$ cat config.mk
export PLATFORM = sky130hd
export DESIGN_NAME = imm_ext_arbiter_flat
export DESIGN_NICKNAME = d
export VERILOG_FILES = /design/src/rtl/imm_ext_if.sv /design/src/rtl/imm_ext_arbiter.sv /design/src/flat_wrapper.sv
export SDC_FILE = /design/constraint.sdc
export NUM_CORES = 1
export LEC_CHECK = 0
export ABC_AREA = 0
export CORE_UTILIZATION = 36
export DETAILED_ROUTE_END_ITERATION = 12
export PLACE_DENSITY = 0.9
export SETUP_SLACK_MARGIN = 0.3
export SLEW_MARGIN = 20
export SYNTH_ARGS = -nofsm -noshare
export SYNTH_HDL_FRONTEND = slang
export SYNTH_SLANG_ARGS = --single-unit
$ cat constraint.sdc
create_clock -name clk -period 2.3 [get_ports clk]
set_input_delay 0.575 -clock clk [delete_from_list [all_inputs] [get_ports clk]]
set_output_delay 0.575 -clock clk [all_outputs]
set_load 0.02 [all_outputs]
$ cat src/rtl/imm_ext_if.sv
// Request/acknowledge and result handshake bundle for imm_ext_arbiter.
// The master side is the two requesters plus the result consumer.
interface imm_ext_if;
    logic        req0;
    logic        req1;
    logic [5:0]  imm0;
    logic [5:0]  imm1;
    logic        zx0;
    logic        zx1;
    logic        pfx0;
    logic        pfx1;
    logic        ack0;
    logic        ack1;
    logic        out_valid;
    logic [17:0] out_imm;
    logic        out_src;
    logic        out_ready;

    modport master (
        output req0, req1, imm0, imm1, zx0, zx1, pfx0, pfx1, out_ready,
        input  ack0, ack1, out_valid, out_imm, out_src
    );

    modport slave (
        input  req0, req1, imm0, imm1, zx0, zx1, pfx0, pfx1, out_ready,
        output ack0, ack1, out_valid, out_imm, out_src
    );
endinterface

$ cat src/rtl/imm_ext_arbiter.sv
// Round-robin shared 6-to-18-bit immediate extender with registered valid/ready output.
// Define IMM_PREFIX_EN to build prefix merging (LOCK state + prefix register).
module imm_ext_arbiter (
    input  logic      clk,
    input  logic      rst,
    imm_ext_if.slave  bus
);

`ifdef IMM_PREFIX_EN
    typedef enum logic [1:0] {IDLE = 2'd0, VALID = 2'd1, LOCK = 2'd2} state_t;
`else
    typedef enum logic [1:0] {IDLE = 2'd0, VALID = 2'd1} state_t;
`endif

    state_t      state_q, state_d;
    logic        ack0_q, ack0_d, ack1_q, ack1_d;
    logic        valid_q, valid_d;
    logic        src_q, src_d;
    logic [17:0] imm_q, imm_d;
    logic        last_grant_q, last_grant_d;

    logic        grant_any, grant_id;
    logic [5:0]  sel_imm;
    logic        sel_zx;

`ifdef IMM_PREFIX_EN
    logic [5:0]  prefix_q, prefix_d;
    logic        owner_q, owner_d;
    logic        sel_pfx;
    logic        own_req, own_zx, own_pfx;
    logic [5:0]  own_imm;
`else
    logic        unused_pfx;
    assign unused_pfx = bus.pfx0 ^ bus.pfx1;
`endif

    function automatic logic [17:0] ext6(input logic [5:0] chunk, input logic zx);
        return zx ? {12'b0, chunk} : {{12{chunk[5]}}, chunk};
    endfunction

    function automatic logic [17:0] ext12(input logic [11:0] chunk, input logic zx);
        return zx ? {6'b0, chunk} : {{6{chunk[11]}}, chunk};
    endfunction

    // On a tie the port that did not win last time gets the grant.
    assign grant_any = bus.req0 | bus.req1;
    assign grant_id  = (bus.req0 & bus.req1) ? ~last_grant_q : bus.req1;
    assign sel_imm   = grant_id ? bus.imm1 : bus.imm0;
    assign sel_zx    = grant_id ? bus.zx1  : bus.zx0;

`ifdef IMM_PREFIX_EN
    assign sel_pfx = grant_id ? bus.pfx1 : bus.pfx0;
    assign own_req = owner_q  ? bus.req1 : bus.req0;
    assign own_imm = owner_q  ? bus.imm1 : bus.imm0;
    assign own_zx  = owner_q  ? bus.zx1  : bus.zx0;
    assign own_pfx = owner_q  ? bus.pfx1 : bus.pfx0;
`endif

    always_comb begin
        // NOTE: every variable gets a default first so no path can infer a latch.
        state_d      = state_q;
        ack0_d       = 1'b0;
        ack1_d       = 1'b0;
        valid_d      = valid_q;
        src_d        = src_q;
        imm_d        = imm_q;
        last_grant_d = last_grant_q;
`ifdef IMM_PREFIX_EN
        prefix_d     = prefix_q;
        owner_d      = owner_q;
`endif
        case (state_q)
            IDLE: begin
                if (grant_any) begin
                    last_grant_d = grant_id;
                    ack0_d       = ~grant_id;
                    ack1_d       = grant_id;
`ifdef IMM_PREFIX_EN
                    if (sel_pfx) begin
                        prefix_d = sel_imm;
                        owner_d  = grant_id;
                        state_d  = LOCK;
                    end else
`endif
                    begin
                        imm_d   = ext6(sel_imm, sel_zx);
                        src_d   = grant_id;
                        valid_d = 1'b1;
                        state_d = VALID;
                    end
                end
            end
            VALID: begin
                if (bus.out_ready) begin
                    valid_d = 1'b0;
                    state_d = IDLE;
                end
            end
`ifdef IMM_PREFIX_EN
            LOCK: begin
                // The ack cycle still shows the chunk just taken, so skip it.
                if (own_req && !(ack0_q || ack1_q)) begin
                    ack0_d = ~owner_q;
                    ack1_d = owner_q;
                    if (own_pfx) begin
                        prefix_d = own_imm;
                    end else begin
                        imm_d    = ext12({prefix_q, own_imm}, own_zx);
                        src_d    = owner_q;
                        valid_d  = 1'b1;
                        prefix_d = 6'd0;
                        state_d  = VALID;
                    end
                end
            end
`endif
            default: state_d = IDLE;
        endcase
    end

    // NOTE: sequential state uses non-blocking assignments so all registers update together.
    always_ff @(posedge clk or posedge rst) begin
        if (rst) begin
            state_q      <= IDLE;
            ack0_q       <= 1'b0;
            ack1_q       <= 1'b0;
            valid_q      <= 1'b0;
            src_q        <= 1'b0;
            imm_q        <= 18'd0;
            last_grant_q <= 1'b1;
`ifdef IMM_PREFIX_EN
            // NOTE: the prefix register is reset so a reset in LOCK cannot leak a stale chunk.
            prefix_q     <= 6'd0;
            owner_q      <= 1'b0;
`endif
        end else begin
            state_q      <= state_d;
            ack0_q       <= ack0_d;
            ack1_q       <= ack1_d;
            valid_q      <= valid_d;
            src_q        <= src_d;
            imm_q        <= imm_d;
            last_grant_q <= last_grant_d;
`ifdef IMM_PREFIX_EN
            prefix_q     <= prefix_d;
            owner_q      <= owner_d;
`endif
        end
    end

    assign bus.ack0      = ack0_q;
    assign bus.ack1      = ack1_q;
    assign bus.out_valid = valid_q;
    assign bus.out_imm   = imm_q;
    assign bus.out_src   = src_q;

endmodule

$ cat src/flat_wrapper.sv
// flat-port wrapper written by rule: the top's interface ports become plain ports
module imm_ext_arbiter_flat 
  (clk, rst, bus_req0, bus_req1, bus_imm0, bus_imm1, bus_zx0, bus_zx1, bus_pfx0, bus_pfx1, bus_out_ready, bus_ack0, bus_ack1, bus_out_valid, bus_out_imm, bus_out_src);
  imm_ext_if bus_i ();
  input  logic clk;
  input  logic rst;
  input wire logic [$bits(bus_i.req0)-1:0] bus_req0;
  input wire logic [$bits(bus_i.req1)-1:0] bus_req1;
  input wire logic [$bits(bus_i.imm0)-1:0] bus_imm0;
  input wire logic [$bits(bus_i.imm1)-1:0] bus_imm1;
  input wire logic [$bits(bus_i.zx0)-1:0] bus_zx0;
  input wire logic [$bits(bus_i.zx1)-1:0] bus_zx1;
  input wire logic [$bits(bus_i.pfx0)-1:0] bus_pfx0;
  input wire logic [$bits(bus_i.pfx1)-1:0] bus_pfx1;
  input wire logic [$bits(bus_i.out_ready)-1:0] bus_out_ready;
  output wire logic [$bits(bus_i.ack0)-1:0] bus_ack0;
  output wire logic [$bits(bus_i.ack1)-1:0] bus_ack1;
  output wire logic [$bits(bus_i.out_valid)-1:0] bus_out_valid;
  output wire logic [$bits(bus_i.out_imm)-1:0] bus_out_imm;
  output wire logic [$bits(bus_i.out_src)-1:0] bus_out_src;
  assign bus_i.req0 = bus_req0;
  assign bus_i.req1 = bus_req1;
  assign bus_i.imm0 = bus_imm0;
  assign bus_i.imm1 = bus_imm1;
  assign bus_i.zx0 = bus_zx0;
  assign bus_i.zx1 = bus_zx1;
  assign bus_i.pfx0 = bus_pfx0;
  assign bus_i.pfx1 = bus_pfx1;
  assign bus_i.out_ready = bus_out_ready;
  assign bus_ack0 = bus_i.ack0;
  assign bus_ack1 = bus_i.ack1;
  assign bus_out_valid = bus_i.out_valid;
  assign bus_out_imm = bus_i.out_imm;
  assign bus_out_src = bus_i.out_src;
  imm_ext_arbiter u_core (.clk(clk), .rst(rst), .bus(bus_i));
endmodule
==> results of run 1 <==
## report_power, final
group / total [mW] / switching (mW) / internal, mW
clock: 0.169 / 0.0728 / 0.0963
combinational: 0.659 / 0.326 / 0.333
sequential: 0.362 / 0.0653 / 0.296
## cells in the final DEF (no fill, tap or decap), types with 2 or more instances in the layout
cell / count
dfrtp_1: 10
dlymetal6s2s_1: 7
o21ai_1: 5
a221o_1: 2
mux2i_1: 4
clkdlybuf4s50_1: 33
nand2_1: 4
clkbuf_4: 3
and3_1: 2
## flip-flops by register name, indices dropped and copies added (netlist names)
signal and flops:
u_core.bus.ack0 1, u_core.bus.ack1 1, u_core.bus.out_imm 7, u_core.bus.out_src 1
u_core.last_grant_q 1, u_core.state_q 1
## worst min-delay path: stages, from the launching register on
cell	delay (ps)
dfrtp_1	350
nand2_1	50
o21ai_1	60
## worst paths after layout
kind / from / endpoint
worst min-delay path: u_core.bus.out_imm[4]$_DFFE_PP0P_ / u_core.bus.out_imm[4]$_DFFE_PP0P_
max in group asynchronous: rst / u_core.last_grant_q$_DFFE_PP1P_
worst min register to register: u_core.bus.out_imm[4]$_DFFE_PP0P_ / u_core.bus.out_imm[4]$_DFFE_PP0P_
min in group asynchronous: rst / u_core.bus.out_imm[4]$_DFFE_PP0P_
worst max register to register: u_core.last_grant_q$_DFFE_PP1P_ / u_core.bus.out_imm[16]$_DFFE_PP0P_
worst max-delay path: u_core.bus.out_imm[16]$_DFFE_PP0P_ / bus_out_imm[9]
## per-stage QoR
stage | power [mW] | instance area [µm²]
finish | 1.19 | 1000
global route | 1.26 | 1000
CTS | 1.21 | 983
detailed placement | 1.04 | 946
global placement | 1.02 | 946
floorplan | 0.794 | 617
## logic make-up after synthesis
logic type | synth area share
flip-flops | 0.489
AND/OR/NAND/NOR | 0.103
AO/OA/AOI/OAI | 0.170
multiplexers | 0.0649
buffers and inverters | 0.172
## synth_stat cells
cell,number,area (µm²)
buf_4,11,82.6
dfrtp_1,11,275
o21ai_1,5,25.0
mux2i_1,4,40.0
nand2_1,4,15.0
a221o_1,2,20.0
and3_1,2,12.5
a21bo_1,1,10.0
a21boi_2,1,11.3
a21o_1,1,7.51
a21oi_1,1,5.00
a31oi_1,1,6.26
buf_2,1,5.00
buf_6,1,11.3
dfstp_2,1,26.3
inv_1,1,3.75
inv_2,1,3.75
nand2b_1,1,6.26
nor2_1,1,3.75
nor2_2,1,6.26
nor3b_1,1,7.51
nor3b_2,1,12.5
o21bai_2,1,11.3
o31a_1,1,8.76
## routing by layer
layer / vias to the layer above / GRT usage / wire [µm]
met5: - / 0 / 0
met4: 0 / 0.0563 / 14
met3: 2 / 0.0750 / 151
met2: 28 / 0.303 / 686
met1: 234 / 0.190 / 528
li1: 247 / - / -
## final cells by class
cell class / instances / area (µm²) / share of cell area
clock buffer: 4 / 36.3 / 0.0363
inverter: 2 / 7.51 / 0.00750
multi-input combinational: 29 / 209 / 0.209
sequential: 12 / 303 / 0.302
tap: 16 / 20.0 / 0.0200
timing repair buffer: 41 / 425 / 0.425
## what timing repair did
action                     4_1_cts  5_1_grt
setup endpoints to repair       12       12
cloned                           0        0
resized for setup                1        7
==> metrics.txt, run 1 <==
result of the run finished with violations; violated checks DRC; reg-to-reg slack, setup 960 ps; CP required 1730 ps; buffers inserted by post-CTS timing repair 0; Avg Synthesized Cell Area 11.0 µm²; # fillers 110; Final period util 0.842; CTS H-Tree Depth 1; CTS hold repair buffers 0; worst hold path cell count 2; antenna violations before repair 0; Gate Count Post-Synth 56; reported leakage power 0.501 nW; post-route worst hold slack 492 ps; number of nets in the synthesized netlist 77; fraction of final layout cells with drive strength greater than 1 0.136; area growth from synthesis to layout 62.3%; weighted congestion reported at the end of routability-driven placement 0.677; cell family contributing the most delay on the critical path buffers and inverters; final standard cell count with taps included and fillers excluded 104; clock latency on the worst-skew pair 270 ps; via count of the first global-routing pass 540; first-pass GRT wire length 2.34 mm; post-synthesis cell area 617 µm²; cell chain of the critical path clkdlybuf4s50_1; first-pass detailed-route iteration total 7; number of vias after detailed routing 511; unrepaired setup endpoints after global routing false; Seq/Total Area, Yosys 0.489; Die Area 0.00188 mm²; final routed wire length divided by cell count 13.3 µm; setup violators final 0; remaining antenna violation count after routing 0; CTS clk-pin slew, worst paths 80 ps; standard cell with the maximum stage delay on the critical path clkdlybuf4s50_1; number of instances in the placed design 100; number of register bits inferred by synthesis 12; diodes inserted 0; Fmax achieved 0.516 GHz; initial DRC count 20; Max rail drop VDD 0.583 mV; number of clock sinks 12; crit path launch type flip-flop; number of warnings issued by yosys 0; arrival time at the worst endpoint 1360 ps; num rows 14; routed via count divided by cell count 4.91; final wirelength 1.38 mm; number of max-slew violations in the final report 0; cells on worst reg2reg path 3; post-layout minimum cycle time 1940 ps; maximum number of pins on one net before global-route repair 14; Die H 43.4 µm; Initial Utilization 0.396; Final TNS setup 0 ps; Max transition margin 0.705; top-level port count 43; TritonCTS clock tree done; horizontal die dimension 43.4 µm; detailed-route DRC error count 10; Worst Skew 0.191 ps; count of unique library cells instantiated by Yosys 24; slew of the pin with the lowest slew margin 442 ps; final hold violation count 0; Final #Nets 110; reported max-cap violation count 0; port bufs 40; Buf/Inv on CP 1; total routing resource utilization after global routing 0.174; peak per-stage delay on the critical path 630 ps; Critical Path End Type output pin; count of cell instances traversed by the critical path 1; Max FO, Critical Path 13; Hold/Removal Path Class flip-flop to flip-flop; master cell of the clock root buffer clkbuf_4; number of buffers created by CTS 3; Bufs on Longest Clock Path 2; overflow left after global routing 0; crit path kind flip-flop to output pin; Post-Place Worst Slack 320 ps; Final Core Density 0.642; ratio of total power to cell area 1190 mW/mm²; area inside the core boundary 0.00156 mm²; fin worst setup slack 363 ps; half-perimeter wire length after detailed placement 1.11 mm
Power figures use the tool's default switching activity.
==> inputs of run 2 (changes only) <==
- CORE_UTILIZATION: 36 -> 34
- PLACE_DENSITY: 0.9 -> 0.86
- clock period: 2.3 -> 1.95 ns (I/O delays scaled with it)
==> run 2 against run 1 <==
  * The flow now finishes without violations
  * Clock-buffer cell count unchanged
  * Power increased by 4.2%
  * Global-route usage decreased by 2.9 points
  * Design area decreased by 4.4%
  * Routed wire length decreased by 3.4%
  * Largest cell class unchanged
==> metrics.txt, run 2 (synthesis results as in run 1) <==
result of the run complete, no violations; sequential fraction of design power 0.339; top-level port count 43; Critical Path End Type flip-flop; via count of the first global-routing pass 502; Final period util 0.811; number of max-slew violations in the final report 0; num rows 15; first-pass detailed-route iteration total 3; number of vias after detailed routing 511; routed via count divided by cell count 4.52; setup violators final 0; clock latency on the worst-skew pair 270 ps; cell family contributing the most delay on the critical path compound AO/OA/AOI/OAI gates; Max rail drop VDD 0.471 mV; commonest non-fill, non-tap cell in the layout dlygate4sd2_1; Max FO, Critical Path 8; remaining antenna violation count after routing 0; Worst Skew 4.69 ps; overflow left after global routing 0; standard cell with the maximum stage delay on the critical path clkdlybuf4s50_1; Clock Power Share 0.128; CP required 2100 ps; most used cells in the layout excluding fill and tap cells dlygate4sd2_1 (22), clkdlybuf4s50_1 (18), dfrtp_1 (10); TritonCTS clock tree done; Hold/Removal Path Class flip-flop to flip-flop; Buf/Inv on CP 1; diodes inserted 0; horizontal die dimension 44.6 µm; weighted congestion reported at the end of routability-driven placement 0.753; post-route worst hold slack 478 ps; Fmax achieved 0.633 GHz; count of cell instances traversed by the critical path 4; peak per-stage delay on the critical path 470 ps; Final #Nets 110; antenna violations before repair 0; final hold violation count 0; net switching power of the design 0.533 mW; number of flip-flops under the largest register name 7; Initial Utilization 0.361; switching portion of total power 0.430; half-perimeter wire length after detailed placement 1.08 mm; fraction of final layout cells with drive strength greater than 1 0.125; unrepaired setup endpoints after global routing true; combinational share of power 0.533; crit path launch type input pin; slew of the pin with the lowest slew margin 427 ps; port bufs 40; number of buffers created by CTS 3; ratio of total power to cell area 1290 mW/mm²; worst hold path cell count 1; Int Power 0.707 mW; Die Area 0.00199 mm²; final wirelength 1.33 mm; arrival time at the worst endpoint 1730 ps; maximum number of pins on one net before global-route repair 14; total routing resource utilization after global routing 0.145; reported leakage power 0.470 nW; post-layout minimum cycle time 1580 ps; final routed wire length divided by cell count 11.8 µm; area growth from synthesis to layout 55.2%; master cell of the clock root buffer clkbuf_4; number of clock sinks 12; CTS H-Tree Depth 1; detailed-route DRC error count 0; area inside the core boundary 0.00171 mm²; first-pass GRT wire length 2.04 mm; cell chain of the critical path clkdlybuf4s50_1 -> o21bai_2 -> nor2_1 -> a221o_1; Bufs on Longest Clock Path 2; CTS clk-pin slew, worst paths 70 ps; cells on worst reg2reg path 3; initial DRC count 1; crit path kind input pin to flip-flop; # fillers 154; buffers inserted by post-CTS timing repair 0; Max transition margin 0.715; Final TNS setup 0 ps; Die H 44.6 µm; reported max-cap violation count 0
## run 2: path summary, 6_finish.rpt
kind	startpoint	end	slack [ps]
max	bus_req1	u_core.bus.out_imm[3]$_DFFE_PP0P_	370
min reg2reg	u_core.bus.out_src$_DFFE_PP0P_	u_core.bus.out_src$_DFFE_PP0P_	480
min	u_core.bus.out_src$_DFFE_PP0P_	u_core.bus.out_src$_DFFE_PP0P_	480
max in group asynchronous	rst	u_core.last_grant_q$_DFFE_PP1P_	1110
max reg2reg	u_core.last_grant_q$_DFFE_PP1P_	u_core.bus.out_imm[16]$_DFFE_PP0P_	600
min in group asynchronous	rst	u_core.bus.out_imm[5]$_DFFE_PP0P_	500
## run 2: power groups by stage
stage | combinational (mW) | clock (mW) | sequential (mW)
floorplan | 0.412 | 0 | 0.524
global route | 0.704 | 0.181 | 0.434
finish | 0.661 | 0.159 | 0.420
global placement | 0.776 | 0 | 0.425
detailed placement | 0.791 | 0 | 0.432
CTS | 0.669 | 0.165 | 0.422
## run 2: cell type report
cell class                      instances  area (µm²)  area share
Clock buffer                            4        26.3      0.0275
Inverter                                2        7.51     0.00784
Multi-Input combinational cell         29         209       0.218
Sequential cell                        12         303       0.316
Tap cell                               25        31.3      0.0327
Timing Repair Buffer                   41         380       0.397
## run 2: stage by stage
stage	instances	power (mW)	setup WS [ps]	cell area [µm²]	utilization
after floorplan	56	0.937	658	617	-
after global routing	113	1.32	280	957	0.560
after detailed placement	109	1.22	86.9	957	0.560
final	113	1.24	369	957	0.560
after global placement	109	1.20	100	957	0.560
after CTS	113	1.26	370	957	0.560
## run 2: routing by layer
layer | share of wire | vias up | GRT usage
li1 | - | 247 | -
met1 | 0.44 | 237 | 0.169
met2 | 0.47 | 25 | 0.253
met3 | 0.071 | 2 | 0.0245
met4 | 0.018 | 0 | 0.0727
met5 | 0 | - | 0
## run 2: repair_timing
| action | CTS | global route |
|---|---|---|
| endpoints found under the setup margin | 22 | 2 |
| gates cloned | 0 | 0 |
| hold buffers | 0 | 0 |
| pin swaps | 0 | 0 |
| gates resized for setup | 23 | 0 |
